==> config.mk <==
export PLATFORM = sky130hd
export DESIGN_NAME = spi_ram_ctrl_flat
export DESIGN_NICKNAME = d
export VERILOG_FILES = /design/src/rtl/spi_ram_ctrl_pkg.sv /design/src/rtl/spi_ram_ctrl_if.sv /design/src/rtl/spi_ram_ctrl.sv /design/src/flat_wrapper.sv
export SDC_FILE = /design/constraint.sdc
export NUM_CORES = 1
export LEC_CHECK = 0
export CAP_MARGIN = 0
export CORE_ASPECT_RATIO = 1.25
export CORE_MARGIN = 2
export CORE_UTILIZATION = 45
export DETAILED_ROUTE_END_ITERATION = 10
export GPL_ROUTABILITY_DRIVEN = 0
export HOLD_SLACK_MARGIN = 0.12
export PLACE_DENSITY = 0.78
export RECOVER_POWER = 50
export SYNTH_ARGS = -nofsm -noshare
export SYNTH_HDL_FRONTEND = slang
export SYNTH_SLANG_ARGS = --single-unit
==> constraint.sdc <==
create_clock -name clk -period 1.66 [get_ports clk]
set_input_delay 0.332 -clock clk [delete_from_list [all_inputs] [get_ports clk]]
set_output_delay 0.332 -clock clk [all_outputs]
set_load 0.02 [all_outputs]
==> src/rtl/spi_ram_ctrl_pkg.sv <==
// Shared definitions for the SPI command path and RAM controller:
// opcode values and controller FSM state encodings.
package spi_pkg;

    localparam int CMD_W  = 10;
    localparam int DATA_W = 8;

    typedef enum logic [1:0] {
        OP_WR_ADDR = 2'b00,
        OP_WR_DATA = 2'b01,
        OP_RD_ADDR = 2'b10,
        OP_RD_DATA = 2'b11
    } opcode_e;

    typedef enum logic [2:0] {
        ST_IDLE    = 3'd0,
        ST_WRITE   = 3'd1,
        ST_RD_REQ  = 3'd2,
        ST_RD_WAIT = 3'd3,
        ST_RD_RESP = 3'd4
    } state_e;

endpackage

==> src/rtl/spi_ram_ctrl_if.sv <==
// Command, response and RAM-side signals of the SPI RAM controller.
// The slave modport is the controller; master is the SPI slave plus RAM side.
interface spi_ram_ctrl_if #(
    parameter int ADDR_SIZE = 8
) ();
    logic [9:0]           rx_data;
    logic                 rx_valid;
    logic [7:0]           tx_data;
    logic                 tx_valid;
    logic [ADDR_SIZE-1:0] mem_addr;
    logic [7:0]           mem_wdata;
    logic                 mem_we;
    logic                 mem_re;
    logic [7:0]           mem_rdata;
    logic                 err_clr;
    logic                 err;

    modport slave (
        input  rx_data, rx_valid, mem_rdata, err_clr,
        output tx_data, tx_valid, mem_addr, mem_wdata, mem_we, mem_re, err
    );

    modport master (
        output rx_data, rx_valid, mem_rdata, err_clr,
        input  tx_data, tx_valid, mem_addr, mem_wdata, mem_we, mem_re, err
    );
endinterface

==> src/rtl/spi_ram_ctrl.sv <==
// SPI command decoder driving a synchronous RAM: address/data writes with
// auto-increment and strobed reads returning data to the SPI slave.
module spi_ram_ctrl #(
    parameter int ADDR_SIZE = 8,
    parameter int MEM_DEPTH = 256
) (
    input  logic           clk,
    input  logic           rst,
    spi_ram_ctrl_if.slave  bus
);
    import spi_pkg::*;

    typedef logic [ADDR_SIZE-1:0] addr_t;
    localparam addr_t LAST = addr_t'(MEM_DEPTH - 1);

    function automatic addr_t inc(addr_t a);
        return (a == LAST) ? '0 : a + addr_t'(1);
    endfunction

    state_e     state_q, state_d;
    addr_t      wr_addr_q, wr_addr_d;
    addr_t      rd_addr_q, rd_addr_d;
    logic       wr_ok_q, wr_ok_d;
    logic       rd_ok_q, rd_ok_d;
    logic [7:0] tx_data_q, tx_data_d;
    logic       tx_valid_q, tx_valid_d;
    addr_t      mem_addr_q, mem_addr_d;
    logic [7:0] mem_wdata_q, mem_wdata_d;
    logic       mem_we_q, mem_we_d;
    logic       mem_re_q, mem_re_d;
    logic       err_q, err_d;
    logic       err_evt;

    opcode_e    op;
    logic [7:0] payload;

    assign op      = opcode_e'(bus.rx_data[9:8]);
    assign payload = bus.rx_data[7:0];

    always_comb begin
        state_d     = state_q;
        wr_addr_d   = wr_addr_q;
        rd_addr_d   = rd_addr_q;
        wr_ok_d     = wr_ok_q;
        rd_ok_d     = rd_ok_q;
        tx_data_d   = tx_data_q;
        tx_valid_d  = tx_valid_q;
        mem_addr_d  = mem_addr_q;
        mem_wdata_d = mem_wdata_q;
        mem_we_d    = 1'b0;
        mem_re_d    = 1'b0;
        err_evt     = 1'b0;
        unique case (state_q)
            ST_IDLE, ST_RD_RESP: begin
                if (bus.rx_valid) begin
                    state_d    = ST_IDLE;
                    tx_valid_d = 1'b0;
                    unique case (op)
                        OP_WR_ADDR: begin
                            wr_addr_d = payload[ADDR_SIZE-1:0];
                            wr_ok_d   = 1'b1;
                        end
                        OP_WR_DATA: begin
                            if (wr_ok_q) begin
                                state_d     = ST_WRITE;
                                mem_we_d    = 1'b1;
                                mem_addr_d  = wr_addr_q;
                                mem_wdata_d = payload;
                            end else begin
                                err_evt = 1'b1;
                            end
                        end
                        OP_RD_ADDR: begin
                            rd_addr_d = payload[ADDR_SIZE-1:0];
                            rd_ok_d   = 1'b1;
                        end
                        OP_RD_DATA: begin
                            if (rd_ok_q) begin
                                state_d    = ST_RD_REQ;
                                mem_re_d   = 1'b1;
                                mem_addr_d = rd_addr_q;
                            end else begin
                                err_evt = 1'b1;
                            end
                        end
                        default: ;
                    endcase
                end
            end
            // Busy states: commands are dropped, the operation runs to completion
            ST_WRITE: begin
                err_evt   = bus.rx_valid;
                state_d   = ST_IDLE;
                wr_addr_d = inc(wr_addr_q);
            end
            ST_RD_REQ: begin
                err_evt   = bus.rx_valid;
                state_d   = ST_RD_WAIT;
                rd_addr_d = inc(rd_addr_q);
            end
            ST_RD_WAIT: begin
                err_evt    = bus.rx_valid;
                state_d    = ST_RD_RESP;
                tx_data_d  = bus.mem_rdata;
                tx_valid_d = 1'b1;
            end
            default: state_d = ST_IDLE;
        endcase
        // A new error wins over a simultaneous clear
        err_d = err_evt | (err_q & ~bus.err_clr);
    end

    always_ff @(posedge clk or posedge rst) begin
        if (rst) begin
            state_q     <= ST_IDLE;
            wr_addr_q   <= '0;
            rd_addr_q   <= '0;
            wr_ok_q     <= 1'b0;
            rd_ok_q     <= 1'b0;
            tx_data_q   <= '0;
            tx_valid_q  <= 1'b0;
            mem_addr_q  <= '0;
            mem_wdata_q <= '0;
            mem_we_q    <= 1'b0;
            mem_re_q    <= 1'b0;
            err_q       <= 1'b0;
        end else begin
            state_q     <= state_d;
            wr_addr_q   <= wr_addr_d;
            rd_addr_q   <= rd_addr_d;
            wr_ok_q     <= wr_ok_d;
            rd_ok_q     <= rd_ok_d;
            tx_data_q   <= tx_data_d;
            tx_valid_q  <= tx_valid_d;
            mem_addr_q  <= mem_addr_d;
            mem_wdata_q <= mem_wdata_d;
            mem_we_q    <= mem_we_d;
            mem_re_q    <= mem_re_d;
            err_q       <= err_d;
        end
    end

    assign bus.tx_data   = tx_data_q;
    assign bus.tx_valid  = tx_valid_q;
    assign bus.mem_addr  = mem_addr_q;
    assign bus.mem_wdata = mem_wdata_q;
    assign bus.mem_we    = mem_we_q;
    assign bus.mem_re    = mem_re_q;
    assign bus.err       = err_q;
endmodule
==> src/flat_wrapper.sv <==
// flat-port wrapper written by rule: the top's interface ports become plain ports
module spi_ram_ctrl_flat import spi_pkg::*;
#(
    parameter int ADDR_SIZE = 8,
    parameter int MEM_DEPTH = 256
)
  (clk, rst, bus_rx_data, bus_rx_valid, bus_mem_rdata, bus_err_clr, bus_tx_data, bus_tx_valid, bus_mem_addr, bus_mem_wdata, bus_mem_we, bus_mem_re, bus_err);
  spi_ram_ctrl_if #(.ADDR_SIZE(ADDR_SIZE)) bus_i ();
  input  logic clk;
  input  logic rst;
  input wire logic [$bits(bus_i.rx_data)-1:0] bus_rx_data;
  input wire logic [$bits(bus_i.rx_valid)-1:0] bus_rx_valid;
  input wire logic [$bits(bus_i.mem_rdata)-1:0] bus_mem_rdata;
  input wire logic [$bits(bus_i.err_clr)-1:0] bus_err_clr;
  output wire logic [$bits(bus_i.tx_data)-1:0] bus_tx_data;
  output wire logic [$bits(bus_i.tx_valid)-1:0] bus_tx_valid;
  output wire logic [$bits(bus_i.mem_addr)-1:0] bus_mem_addr;
  output wire logic [$bits(bus_i.mem_wdata)-1:0] bus_mem_wdata;
  output wire logic [$bits(bus_i.mem_we)-1:0] bus_mem_we;
  output wire logic [$bits(bus_i.mem_re)-1:0] bus_mem_re;
  output wire logic [$bits(bus_i.err)-1:0] bus_err;
  assign bus_i.rx_data = bus_rx_data;
  assign bus_i.rx_valid = bus_rx_valid;
  assign bus_i.mem_rdata = bus_mem_rdata;
  assign bus_i.err_clr = bus_err_clr;
  assign bus_tx_data = bus_i.tx_data;
  assign bus_tx_valid = bus_i.tx_valid;
  assign bus_mem_addr = bus_i.mem_addr;
  assign bus_mem_wdata = bus_i.mem_wdata;
  assign bus_mem_we = bus_i.mem_we;
  assign bus_mem_re = bus_i.mem_re;
  assign bus_err = bus_i.err;
  spi_ram_ctrl #(.ADDR_SIZE(ADDR_SIZE), .MEM_DEPTH(MEM_DEPTH)) u_core (.clk(clk), .rst(rst), .bus(bus_i));
endmodule
==> results of run 1 <==
power by group through the flow:
| stage | sequential [uW] | clock [uW] | combinational [uW] |
|---|---|---|---|
| floorplan | 2480 | 0 | 1110 |
| global placement | 2140 | 0 | 2600 |
| detailed placement | 2170 | 0 | 2660 |
| CTS | 2150 | 900 | 2720 |
| global route | 2240 | 937 | 2960 |
| finish | 2180 | 870 | 2730 |
tightest hold or removal path, cell delays in order, from the launching register on:
cell and delay, ns:
sky130_fd_sc_hd__dfrtp_1 0.35, sky130_fd_sc_hd__nand2_1 0.04, sky130_fd_sc_hd__o21ai_0 0.05
Yosys cell counts (all sizes together), types with 2 or more instances:
cell type	instances	area [um^2]
nand2	24	90.09
mux2i	12	120.1
clkbuf	4	15.01
nand4	3	18.77
o22ai	6	37.54
nor3	3	26.28
or3b	3	28.78
mux2	17	191.4
o32ai	2	17.52
ha	2	25.02
o21ai	18	93.84
nor2	9	33.78
buf	5	40.04
nand2b	2	12.51
inv	8	30.03
a31oi	2	12.51
nand3	9	45.04
a221o	3	30.03
nor3b	4	30.03
dfrtp	49	1226
a21o	2	15.01
a21oi	7	35.03
layer usage:
metal,up-vias,part of all wire,track usage
li1,943,-,-
met1,972,0.40,0.2682
met2,71,0.53,0.3575
met3,13,0.045,0.03083
met4,0,0.024,0.07818
met5,-,0,0
what timing repair did:
| item | 4_1_cts | 5_1_grt |
|---|---|---|
| hold endpoints to repair | 0 | 0 |
| setup buffers | 3 | 1 |
| gates resized for setup | 3 | 8 |
| endpoints found under the setup margin | 17 | 21 |
| pin swaps | 3 | 3 |
| gates cloned | 0 | 0 |
cell type report:
cell class                      instances  share of cell area
Inverter                                8            0.009199
Clock buffer                            7             0.02645
Multi-Input combinational cell        147              0.3235
Sequential cell                        49              0.3764
Timing Repair Buffer                   80              0.2315
Tap cell                               62             0.02376
Clock inverter                          1            0.009199
state kept, by name (all words and copies together) (netlist names):
register	cells
u_core.bus.mem_wdata	8
u_core.rd_addr_q	8
u_core.bus.mem_re	1
u_core.bus.mem_addr	8
u_core.state_q	3
u_core.bus.tx_data	8
u_core.rd_ok_q	1
u_core.wr_addr_q	8
u_core.bus.tx_valid	1
u_core.bus.mem_we	1
u_core.bus.err	1
u_core.wr_ok_q	1
worst paths after layout:
| path | endpoint | start | depth (start not counted) | slack, ns |
|---|---|---|---|---|
| worst min-delay path | u_core.bus.mem_addr[4]$_DFFE_PP0P_ | u_core.bus.mem_addr[4]$_DFFE_PP0P_ | 2 | 0.48 |
| min in group asynchronous | u_core.bus.err$_DFF_PP0_ | rst | 3 | 0.68 |
| max in group asynchronous | u_core.state_q[0]$_DFFE_PP0P_ | rst | 3 | 0.25 |
| worst max-delay path | u_core.wr_addr_q[6]$_DFFE_PP0P_ | u_core.state_q[0]$_DFFE_PP0P_ | 5 | -0.02 |
| worst min register to register | u_core.bus.mem_addr[4]$_DFFE_PP0P_ | u_core.bus.mem_addr[4]$_DFFE_PP0P_ | 2 | 0.48 |
| worst max register to register | u_core.wr_addr_q[6]$_DFFE_PP0P_ | u_core.state_q[0]$_DFFE_PP0P_ | 5 | -0.02 |
logic make-up (layout without fill, tap and decap cells):
kind of cell               count (synthesis)  in the layout
and+or+nand+nor                           65             65
AOI/OAI and AO/OA                         50             50
DFF                                       49             49
muxes                                     29             29
buffers and inverters                     17             96
adders and majority gates                  2              2
xor gates and xnor gates                   1              1
cell usage in the layout (no fill, tap or decap), types with 2 or more instances in the layout:
cell / n
sky130_fd_sc_hd__clkdlybuf4s50_1: 48
sky130_fd_sc_hd__dfrtp_1: 47
sky130_fd_sc_hd__buf_4: 25
sky130_fd_sc_hd__nand2_1: 23
sky130_fd_sc_hd__mux2_2: 17
sky130_fd_sc_hd__o21ai_0: 17
sky130_fd_sc_hd__mux2i_1: 12
sky130_fd_sc_hd__nand3_1: 9
sky130_fd_sc_hd__nor2_1: 9
sky130_fd_sc_hd__inv_1: 7
sky130_fd_sc_hd__a21oi_1: 7
sky130_fd_sc_hd__o22ai_1: 6
sky130_fd_sc_hd__clkbuf_8: 6
sky130_fd_sc_hd__nand4_1: 3
sky130_fd_sc_hd__a221o_1: 3
sky130_fd_sc_hd__buf_6: 3
sky130_fd_sc_hd__nor3b_2: 2
sky130_fd_sc_hd__nor3b_1: 2
sky130_fd_sc_hd__a31oi_1: 2
sky130_fd_sc_hd__nand2b_1: 2
sky130_fd_sc_hd__nor3_1: 2
sky130_fd_sc_hd__o32ai_1: 2
sky130_fd_sc_hd__a21o_1: 2
sky130_fd_sc_hd__ha_1: 2
sky130_fd_sc_hd__buf_12: 2
sky130_fd_sc_hd__dfrtp_2: 2
through the flow:
| step | hold slack, ns | total power (uW) |
|---|---|---|
| floorplan | 0.4284 | 3589 |
| global placement | 0.4584 | 4734 |
| detailed placement | 0.4684 | 4831 |
| CTS | 0.3936 | 5769 |
| global route | 0.5115 | 6131 |
| finish | 0.4778 | 5775 |
==> results.md, run 1 <==
- The later pin in the worst-skew pair is clocked with a latency of 0.30 ns.
- The smallest clock period supported by the final layout is computed as around 1.7 ns.
- The total count of hold-check failures in the final report came to 0.
- The worst-case IR drop observed on VDD is 1.043 mV.
- Together, buffers and inverters on the worst path number 1.
- The overflow left after global routing is 0.
- In the final routed layout, each cell accounts on average for roughly 16 um.
- The startpoint class of the critical path is a flip-flop.
- Of the cells placed in the final design, the portion with a size suffix greater than 1 is 0.2363.
- Of the post-synthesis cell area, the part taken by muxes is 0.1327.
- Of the total synthesized cell area, the portion taken by XOR and XNOR cells is 0.003731.
- After technology mapping, the gate count stands at roughly 210.
- The final layout net count is ~320.
- On the final layout, the worst clock skew is roughly 0.0025 ns.
- The summed area of non-filler cells in the final layout is between 3000 and 4000 um^2.
- The count of H-tree levels built during CTS is 2.
- Entering global routing, the biggest net connects 50 pins.
- The area after detailed placement is between 3000 and 4000 um^2.
- The clock tree buffer depth is 2.
- The internal power is about 3600 uW.
- The synthesis-stage register bit count is just under 50.
- Input and output buffers added on the ports amount to 49.
- The CTS root buffer is sky130_fd_sc_hd__clkbuf_8.
- The count of endpoints failing setup in the final report is 3.
- The least setup slack across all paths after layout is -0.01815 ns.
- The fraction of the cycle the final worst path needs is 1.011.
- The final reports fail on setup timing.
- Walking the worst path, the cells encountered are nor4b_2 > buf_4 > or2b_1 > o32ai_1 > nor2_1.
- Of the total synthesized cell area, the portion taken by AND, OR, NAND and NOR gates is 0.1477.
- The number of antenna violations at the first check in global routing is 0.
- The layout has 406 filler cells.
- Across every metal layer, demand over resource in global routing totals 0.2119.
- The run finished, with violations left.
- The routed wire length is 5681 um.
- The clock transition at the registers of the reported paths is 0.08 ns.
- 50 I/O pins were placed.
- The clock sink count is 49.
- Dividing the detail-routed via count by the number of cells gives roughly 5.6.
- The remaining antenna violation count after routing is 0.
- For the pin with the worst max-slew slack, the measured transition is between 1 and 1.5 ns.
- The core region is approximately 5000 um^2.
- Counting flops with a built-in enable in the synthesized netlist gives 0.
- The slowest stage of the critical path is the sky130_fd_sc_hd__dfrtp_2 cell.
- The worst slew margin relative to its limit is 0.2811.
- The switching share of power is 0.3724.
- The placement row count is 29.
- The synthesis warning total is 0.
- The adder-cell share of the synthesized area is 0.01066.
- The peak per-stage delay on the critical path is around 0.46 ns.
- Among cell families on the critical path, the largest total delay comes from simple AND/OR/NAND/NOR gates.
- The power per standard cell area is 1769 nW/um^2.
- The count of pins over their slew limit is 0.
- The share of total power in combinational logic is 0.473.
- The final-layout setup total negative slack is -0.03494 ns.
- The die footprint is 5813 um^2.
- The synthesized netlist occupies a cell area of about 2300 um^2.
- The total clock buffers created by CTS is 5.
- The worst setup path is of the reg -> reg kind.
- Counting every net in the synthesized netlist gives about 240.
- The height of the die is 84.75 um.
- Across all layers, the routed design uses 1999 vias.
- For this configuration, the core starts out at a cell density of 0.4654.
- The number of optimization iterations in the first detailed-route pass is 4.
- The clock tree from TritonCTS is done.
- The footprint of the multi-input gates is between 1000 and 1500 um^2.
- The area added between synthesis and finish is 39.07%.
- In this run the horizontal extent of the chip is 68.60 um.
- The first global-routing pass estimated ~9300 um of wire.
- Detailed placement finished with a half-perimeter wire length of approximately 4000 um.
- The number of different library cells in the post-synthesis netlist is 47.
- Setup repair after global routing could not meet its margin everywhere.
- Along the worst path, the maximum fanout reaches 7.
- Of the synthesized area, sequential elements account for 0.5224.
- After clock tree synthesis, the flow added hold-fix buffers numbering 0.
- Once layout is complete, the utilization of the core stands at 0.6472.
- Prior to clock tree synthesis, the placed netlist has a worst setup slack of -0.4287 ns.
- For the worst setup path, the data required time is 1.84 ns.
- The placed cell count is between 300 and 400.
- The combinational family with the most area after synthesis is simple AND/OR/NAND/NOR gates.
- After detailed routing, the number of remaining DRC violations is 0.
- Summed over all nets, the switching power comes to around 2200 uW.
- The share of total power dissipated in sequential elements is 0.377.
- The count of antenna diodes in the layout is 0.
- In the synthesized netlist the dominant register cell turns out to be sky130_fd_sc_hd__dfrtp_1.
- Across the run, the number of max-cap violations was 0.
- The data arrival at the endpoint of the critical path is ~1.9 ns.
- Across the whole layout, storage elements account for between 1000 and 1500 um^2.
- The path class of the tightest hold or removal check is reg -> reg.
- The average instance area after synthesis is between 10 and 15 um^2.
- The number of global-route vias before repair was about 2.0k.
- Of all flip-flops after synthesis, the portion carrying an async set or reset was 1.000.
- Derived from the worst setup path, the maximum achievable clock frequency is 0.5959 GHz.
- The analysis attributes to cell leakage a power of approximately 0.0014 uW.
- Leaving out filler cells and counting taps, the final layout contains ~350.
- The worst setup path is captured at a flip-flop.
- The share of total power dissipated in the clock network is 0.151.
- For this block, the initial DRC count from the detailed router was around 170.
- The share of the synthesized area in compound gates (AO/OA/AOI/OAI) is 0.1466.
No activity file was read; power rests on OpenSTA's default activity.
==> run 2: changes to the inputs <==
- PLACE_DENSITY: 0.78 -> 0.75
==> results.md, run 2 (synthesis results as in run 1) <==
- The combined global-route utilization of all metal layers came to 0.2272 (+0.01530).
- The post-route minimum period came to 1.607 ns (-0.07100 ns).
- The number of design-rule violations left by the first detailed-router iteration is 144 (-14%).
- The static power due to leakage is 0.001411 uW (-0.59%).
- The peak per-stage delay on the critical path is 0.61 ns (+0.15 ns).
- The category of the critical setup timing path is reg -> out.
- The class of the tightest hold or removal check is reg -> reg.
- The count of endpoints failing setup in the final report is 0 (-3).
- The starting utilization of the core area is 0.4654 (unchanged).
- TritonCTS built the clock tree.
- The total clock buffers created by CTS was 5 (unchanged).
- The slew at the pin closest to its max-slew limit is 0.6593 ns (-0.4190 ns).
- The critical path depth in cells is 1 (-4).
- The power share of the clock group is 0.125 (-0.026).
- The largest fanout of any net on the critical path is 2 (-5).
- The final layout net count is 316 (+0.32%).
- The summed area of non-filler cells in the final layout is 3239 um^2 (-0.77%).
- The worst hold margin is 0.4815 ns (+0.003708 ns).
- The count of pins over their slew limit is 0 (unchanged).
- The insertion delay of the later-clocked pin in the worst-skew pair is 0.31 ns (about the same).
- The area after detailed placement is 3108 um^2 (+0.24%).
- The clock sink count is 49 (unchanged).
- The total count of hold-check failures in the final report was 0 (unchanged).
- The number of maximum-capacitance constraint violations is 0 (unchanged).
- The least setup slack across all paths after layout was 0.05285 ns (+0.07100 ns).
- The internal power is 3488 uW (-3.8%).
- The clock transition at the registers of the reported paths is 0.08 ns (about the same).
- The global-route met3 utilization came to 0.04960 (+0.01877).
- The total number of vias was 2012 (+0.65%).
- The run finished with clean final reports.
- The overflow left after global routing was 0 (unchanged).
- The count of H-tree levels built during CTS is 2 (unchanged).
- The busiest metal layer after global routing is met2.
- The number of hold-repair buffers added at the cts stage is 0 (unchanged).
- The total of buffers placed on input and output ports is 49 (unchanged).
- The commonest non-fill, non-tap cell in the layout is sky130_fd_sc_hd__dfrtp_1.
- The remaining antenna violation count after routing is 0 (unchanged).
- The sequential group share of total power is 0.385 (+0.008).
- Traced cell by cell, the critical path runs through clkdlybuf4s50_1.
- The power per standard cell area is 1747 nW/um^2 (-1.2%).
- The placement row count came to 29 (unchanged).
- Setup repair after global routing could not meet its margin everywhere.
- The post-route clock skew is 0.01539 ns (+0.01289 ns).
- The global routing usage on met1 is 0.2781 (+0.009820).
- The cell class contributing the biggest share of worst-path delay is buffers and inverters.
- The data arrival at the endpoint of the critical path is 1.28 ns (-0.57 ns).
- The number of cells on the worst hold path is 2 (unchanged).
- The core box area was 5044 um^2 (unchanged).
- The routed wire length is 5966 um (+5.0%).
- The count of antenna diodes in the layout was 0 (unchanged).
- The area added between synthesis and finish is 38.01%.
- The maximum number of pins on one net before global-route repair is 50 (unchanged).
- The data required time at the worst endpoint is 1.33 ns (-0.51 ns).
- The routing usage on met2 is 0.3575 (unchanged).
- The fraction of layout instances using a drive strength above 1 came to 0.2397 (+0.003425).
- The number of optimization iterations in the first detailed-route pass is 4 (unchanged).
- The count of cells along the worst register-to-register path is 4 (-1).
- The critical path buffer and inverter count was 1 (unchanged).
- The number of global-route vias before repair is 2065 (+1.8%).
- The boundary pin count was 50 (unchanged).
- The fraction of the cycle the final worst path needs is 0.9682 (-0.04277).
- The switching power total is 2172 uW (+1.0%).
- In the layout the commonest cells are sky130_fd_sc_hd__dfrtp_1 (48), sky130_fd_sc_hd__clkdlybuf4s50_1 (47), sky130_fd_sc_hd__buf_4 (29), sky130_fd_sc_hd__nand2_1 (24), sky130_fd_sc_hd__mux2_2 (17).
- The clock tree buffer depth is 2 (unchanged).
- The placed wire-length estimate was 4387 um (+8.3%).
- The peak supply drop is 0.9035 mV (-13%).
- The detail-routed via count per cell is 5.684 (+0.65%).
- The average wire length per cell after detail routing is 16.85 um (+5.0%).
- STA classifies the critical path endpoint as an output port.
- The height of the die is 84.75 um (unchanged).
- The root buffer cell chosen for the clock tree is sky130_fd_sc_hd__clkbuf_8.
- The number of antenna violations at the first check in global routing came to 0 (unchanged).
- The critical path's slowest cell is sky130_fd_sc_hd__clkdlybuf4s50_1.
- STA classifies the critical path startpoint as a flip-flop.
- The DRC violation count after routing was 0 (unchanged).
- The worst slew margin relative to its limit is 0.5604 (+0.2793).
- The die footprint is 5813 um^2 (unchanged).
- The chip width is 68.60 um (unchanged).
- The global-route wire length before repair is 9887 um (+6.2%).
- The share of total power in combinational logic was 0.490 (+0.017).
- The switching share of power is 0.3838 (+0.01135).
- The placement-stage worst setup slack is -0.3724 ns (+0.05623 ns).
- The maximum clock frequency is 0.6222 GHz (+4.4%).
[run 2: cell types whose count changed in the layout (fill, tap and decap cells not counted), moves of 2 or more]
cell	before	now
sky130_fd_sc_hd__o21ai_0	17	15
sky130_fd_sc_hd__o21ai_1	0	2
sky130_fd_sc_hd__buf_6	3	0
sky130_fd_sc_hd__buf_4	25	29
[run 2: path summary, 6_finish.rpt]
| check | from | end | slack, ns |
|---|---|---|---|
| max | u_core.bus.tx_valid$_DFFE_PP0P_ | bus_tx_valid | 0.05 |
| min | u_core.bus.mem_addr[7]$_DFFE_PP0P_ | u_core.bus.mem_addr[7]$_DFFE_PP0P_ | 0.48 |
| min reg2reg | u_core.bus.mem_addr[7]$_DFFE_PP0P_ | u_core.bus.mem_addr[7]$_DFFE_PP0P_ | 0.48 |
| min in group asynchronous | rst | u_core.rd_addr_q[5]$_DFFE_PP0P_ | 0.67 |
| max in group asynchronous | rst | u_core.state_q[1]$_DFFE_PP0P_ | 0.51 |
| max reg2reg | u_core.state_q[0]$_DFFE_PP0P_ | u_core.wr_addr_q[3]$_DFFE_PP0P_ | 0.07 |
[run 2: cell type report]
| type | instances | area [um^2] |
|---|---|---|
| tap | 62 | 77.57 |
| sequential | 49 | 1227 |
| fill | 431 | 1804 |
| inverter | 8 | 30.03 |
| multi-input combinational | 147 | 1064 |
| timing repair buffer | 81 | 754.5 |
| clock buffer | 7 | 86.33 |
[run 2: power groups by stage]
stage / registers [uW] / clock network [uW] / logic (uW)
detailed placement: 2190 / 0 / 2680
global placement: 2160 / 0 / 2600
CTS: 2160 / 721 / 2750
global route: 2250 / 762 / 3030
finish: 2180 / 706 / 2770
floorplan: 2480 / 0 / 1110
[run 2: through the flow]
step           utilization  std cells  setup TNS, ns  total power [uW]
6_report            0.6423        354              0              5661
5_1_grt             0.6423        354       -0.03948              6042
4_1_cts             0.6393        354              0              5635
3_5_place_dp        0.6162        343         -7.331              4867
3_3_place_gp        0.6162        343         -6.676              4764
2_1_floorplan            -        213       -0.02572              3589
[run 2: layer usage]
| layer | routed length (um) | share of wire |
|---|---|---|
| met5 | 0 | 0 |
| met4 | 326 | 0.055 |
| met3 | 346 | 0.058 |
| met2 | 2948 | 0.49 |
| met1 | 2344 | 0.39 |
[run 2: worst register-to-register path: stages, from the launching register on]
cell,delay [ns]
sky130_fd_sc_hd__dfrtp_1,0.42
sky130_fd_sc_hd__or3b_4,0.46
sky130_fd_sc_hd__o31ai_4,0.23
sky130_fd_sc_hd__nand2_1,0.09
sky130_fd_sc_hd__a221o_1,0.29
[run 2: repair_timing]
action | in CTS | in global routing
pin swaps | 1 | 2
setup endpoints to repair | 3 | 14
gates cloned | 0 | 0
resized for setup | 2 | 9
buffers inserted | 4 | 0
==> run 3: changes to the inputs <==
- CORE_UTILIZATION: 45 -> 30
- PLACE_DENSITY: 0.75 -> not set
- TNS_END_PERCENT: not set -> 30
==> results.md, run 3 (synthesis results as in run 1) <==
- The count of endpoints failing setup in the final report was 0 (unchanged).
- The number of cells on the worst hold path is 2 (unchanged).
- The maximum number of pins on one net before global-route repair is 50 (unchanged).
- The remaining antenna violation count after routing is 0 (unchanged).
- The clock transition at the registers of the reported paths came to 0.10 ns (+0.02 ns).
- CTS placed an instance of sky130_fd_sc_hd__clkbuf_8 at the clock tree root.
- The die footprint is 8552 um^2 (+47%).
- The clock sink count is 49 (unchanged).
- The count of H-tree levels built during CTS is 2 (unchanged).
- The maximum clock frequency is 0.6033 GHz (-3.0%).
- The placed cell count came to 377 (+9.9%).
- The clock tree buffer depth is 2 (unchanged).
- The number of design-rule violations left by the first detailed-router iteration is 114 (-21%).
- The number of maximum-capacitance constraint violations was 0 (unchanged).
- The starting utilization of the core area is 0.3047 (-0.1606).
- The peak supply drop was 0.7973 mV (-12%).
- The global-route wire length before repair is 9860 um (-0.27%).
- The worst hold margin is 0.4755 ns (-0.005990 ns).
- The routed wire length is 5945 um (-0.35%).
- The total clock buffers created by CTS is 5 (unchanged).
- Setup repair after global routing could not meet its margin everywhere.
- The number of hold-repair buffers added at the cts stage is 0 (unchanged).
- The number of global-route vias before repair is 2015 (-2.4%).
- The summed area of non-filler cells in the final layout is 3297 um^2 (+1.8%).
- The height of the die is 102.9 um (+21%).
- The average wire length per cell after detail routing is 15.28 um (-9.3%).
- The post-route minimum period is 1.658 ns (+0.05050 ns).
- The final layout net count came to 317 (+0.32%).
- Relative to the synthesized area, the layout overhead comes to 40.46%.
- The post-route clock skew came to 0.006642 ns (-0.008746 ns).
- The number of optimization iterations in the first detailed-route pass came to 4 (unchanged).
- The core box area is 7702 um^2 (+53%).
- The startpoint identified for the worst hold timing path is u_core.bus.tx_valid$_DFFE_PP0P_.
- The run finished with clean final reports.
- STA classifies the critical path startpoint as a flip-flop.
- TritonCTS built the clock tree.
- The reg-to-reg setup timing slack is 0.002 ns (-0.07 ns).
- The register cell area after layout is 1229 um^2 (+0.10%).
- Leaving out fill and tap cells, the most frequent cells in the layout are sky130_fd_sc_hd__dfrtp_1 (47), sky130_fd_sc_hd__clkdlybuf4s50_1 (44), sky130_fd_sc_hd__buf_4 (30), sky130_fd_sc_hd__nand2_1 (24).
- The data required time at the worst endpoint was 1.85 ns (+0.52 ns).
- The slew at the pin closest to its max-slew limit is 0.6880 ns (+0.02867 ns).
- The data arrival at the endpoint of the critical path is 1.85 ns (+0.57 ns).
- The fraction of the cycle the final worst path needs was 0.9986 (+0.03042).
- The destination of the worst register-to-register timing path is u_core.wr_addr_q[0]$_DFFE_PP0P_.
- The placement row count is 36 (+24%).
- The DRC violation count after routing was 0 (unchanged).
- The launch point of the worst path is u_core.state_q[1]$_DFFE_PP0P_.
- The count of pins over their slew limit was 0 (unchanged).
- The footprint of the multi-input gates came to 1060 um^2 (-0.35%).
- The insertion delay of the later-clocked pin in the worst-skew pair is 0.30 ns (about the same).
- The number of antenna violations at the first check in global routing came to 0 (unchanged).
- The commonest non-fill, non-tap cell in the layout is sky130_fd_sc_hd__dfrtp_1.
- The total number of vias came to 1979 (-1.6%).
- The total count of hold-check failures in the final report is 0 (unchanged).
- The placed wire-length estimate is 4384 um (about the same).
- The category of the critical setup timing path is reg -> reg.
- The number of standard cells in the final layout excluding fillers is 389 (+9.9%).
- The total of buffers placed on input and output ports is 49 (unchanged).
- The combined global-route utilization of all metal layers came to 0.1433 (-0.08390).
- The power per standard cell area is 1708 nW/um^2 (-2.3%).
- The worst slew margin relative to its limit is 0.5413 (-0.01911).
- The overflow left after global routing is 0 (unchanged).
- The destination of the worst hold path is u_core.bus.tx_valid$_DFFE_PP0P_.
- The area after detailed placement is 3157 um^2 (+1.6%).
- The count of antenna diodes in the layout was 0 (unchanged).
- The worst register-to-register path begins at u_core.state_q[1]$_DFFE_PP0P_.
- The element type at the critical path end is a flip-flop.
- The static power due to leakage is 0.001446 uW (+2.5%).
- The detail-routed via count per cell is 5.087 (-10%).
- The chip width is 83.12 um (+21%).
- The worst hold path belongs to the class reg -> reg.
- The final-layout fill cell count is 742 (+72%).
- The largest fanout of any net on the critical path is 7 (+5).
- The count of cells along the worst register-to-register path is 5 (+1).
- The boundary pin count was 50 (unchanged).
- The fraction of layout instances using a drive strength above 1 is 0.2483 (+0.008573).
-- run 3: changes by cell type in the layout (fill, tap and decap cells not counted), moves of 2 or more --
cell	before	now
sky130_fd_sc_hd__o21ai_1	2	0
sky130_fd_sc_hd__o21ai_0	15	17
sky130_fd_sc_hd__clkdlybuf4s50_1	47	44
sky130_fd_sc_hd__dlymetal6s2s_1	0	3
-- run 3: routing by layer --
metal  vias to the layer above  GRT usage  share of wire
met4                         0    0.03531          0.013
li1                        941          -              -
met5                         -          0              0
met1                       966     0.1706           0.42
met2                        62     0.2599           0.52
met3                        10    0.03843          0.050
-- run 3: power breakdown --
part | switching, uW | internal (uW) | leakage (uW)
sequential | 419 | 1720 | 0.000581
clock | 424 | 300 | 0.0000445
combinational | 1340 | 1430 | 0.000820
total | 2180 | 3450 | 0.00145
-- run 3: what timing repair did --
item	CTS	global route
gates resized for setup	3	9
setup endpoints to repair	2	19
cloned	0	0
setup buffers	3	1
pin swaps	1	1
-- run 3: critical path: stages (launching register included) --
cell	delay [ns]
sky130_fd_sc_hd__dfrtp_2	0.47
sky130_fd_sc_hd__or3b_4	0.42
sky130_fd_sc_hd__buf_4	0.16
sky130_fd_sc_hd__nor3_4	0.16
sky130_fd_sc_hd__mux2i_1	0.24
sky130_fd_sc_hd__o22ai_1	0.10
-- run 3: layout make-up --
| cell class | instances | share of cell area |
|---|---|---|
| Tap cell | 95 | 0.03605 |
| Sequential cell | 49 | 0.3727 |
| Timing Repair Buffer | 82 | 0.2334 |
| Clock inverter | 3 | 0.006452 |
| Multi-Input combinational cell | 147 | 0.3214 |
| Inverter | 8 | 0.009108 |
| Clock buffer | 5 | 0.02087 |
-- run 3: worst max path at each step --
stage                                       to  slack [ns]  depth (start not counted)
6_report       u_core.wr_addr_q[0]$_DFFE_PP0P_       0.002                          5
5_1_grt        u_core.wr_addr_q[2]$_DFFE_PP0P_       -0.04                          4
4_1_cts        u_core.wr_addr_q[3]$_DFFE_PP0P_       -0.01                          4
3_5_place_dp   u_core.wr_addr_q[3]$_DFFE_PP0P_       -0.37                          5
3_3_place_gp   u_core.wr_addr_q[3]$_DFFE_PP0P_       -0.35                          5
2_1_floorplan  u_core.wr_addr_q[2]$_DFFE_PP0P_       -0.01                          5
-- run 3: through the flow --
| stage | setup WS [ns] | TNS (ns) | utilization | power, uW |
|---|---|---|---|---|
| 2_1_floorplan | -0.01366 | -0.02572 | - | 3589 |
| 3_3_place_gp | -0.3481 | -7.415 | 0.4098 | 4826 |
| 3_5_place_dp | -0.3738 | -7.698 | 0.4098 | 4874 |
| 4_1_cts | -0.01030 | -0.01030 | 0.4246 | 5674 |
| 5_1_grt | -0.04357 | -0.1229 | 0.4280 | 6020 |
| 6_report | 0.002352 | 0 | 0.4280 | 5631 |
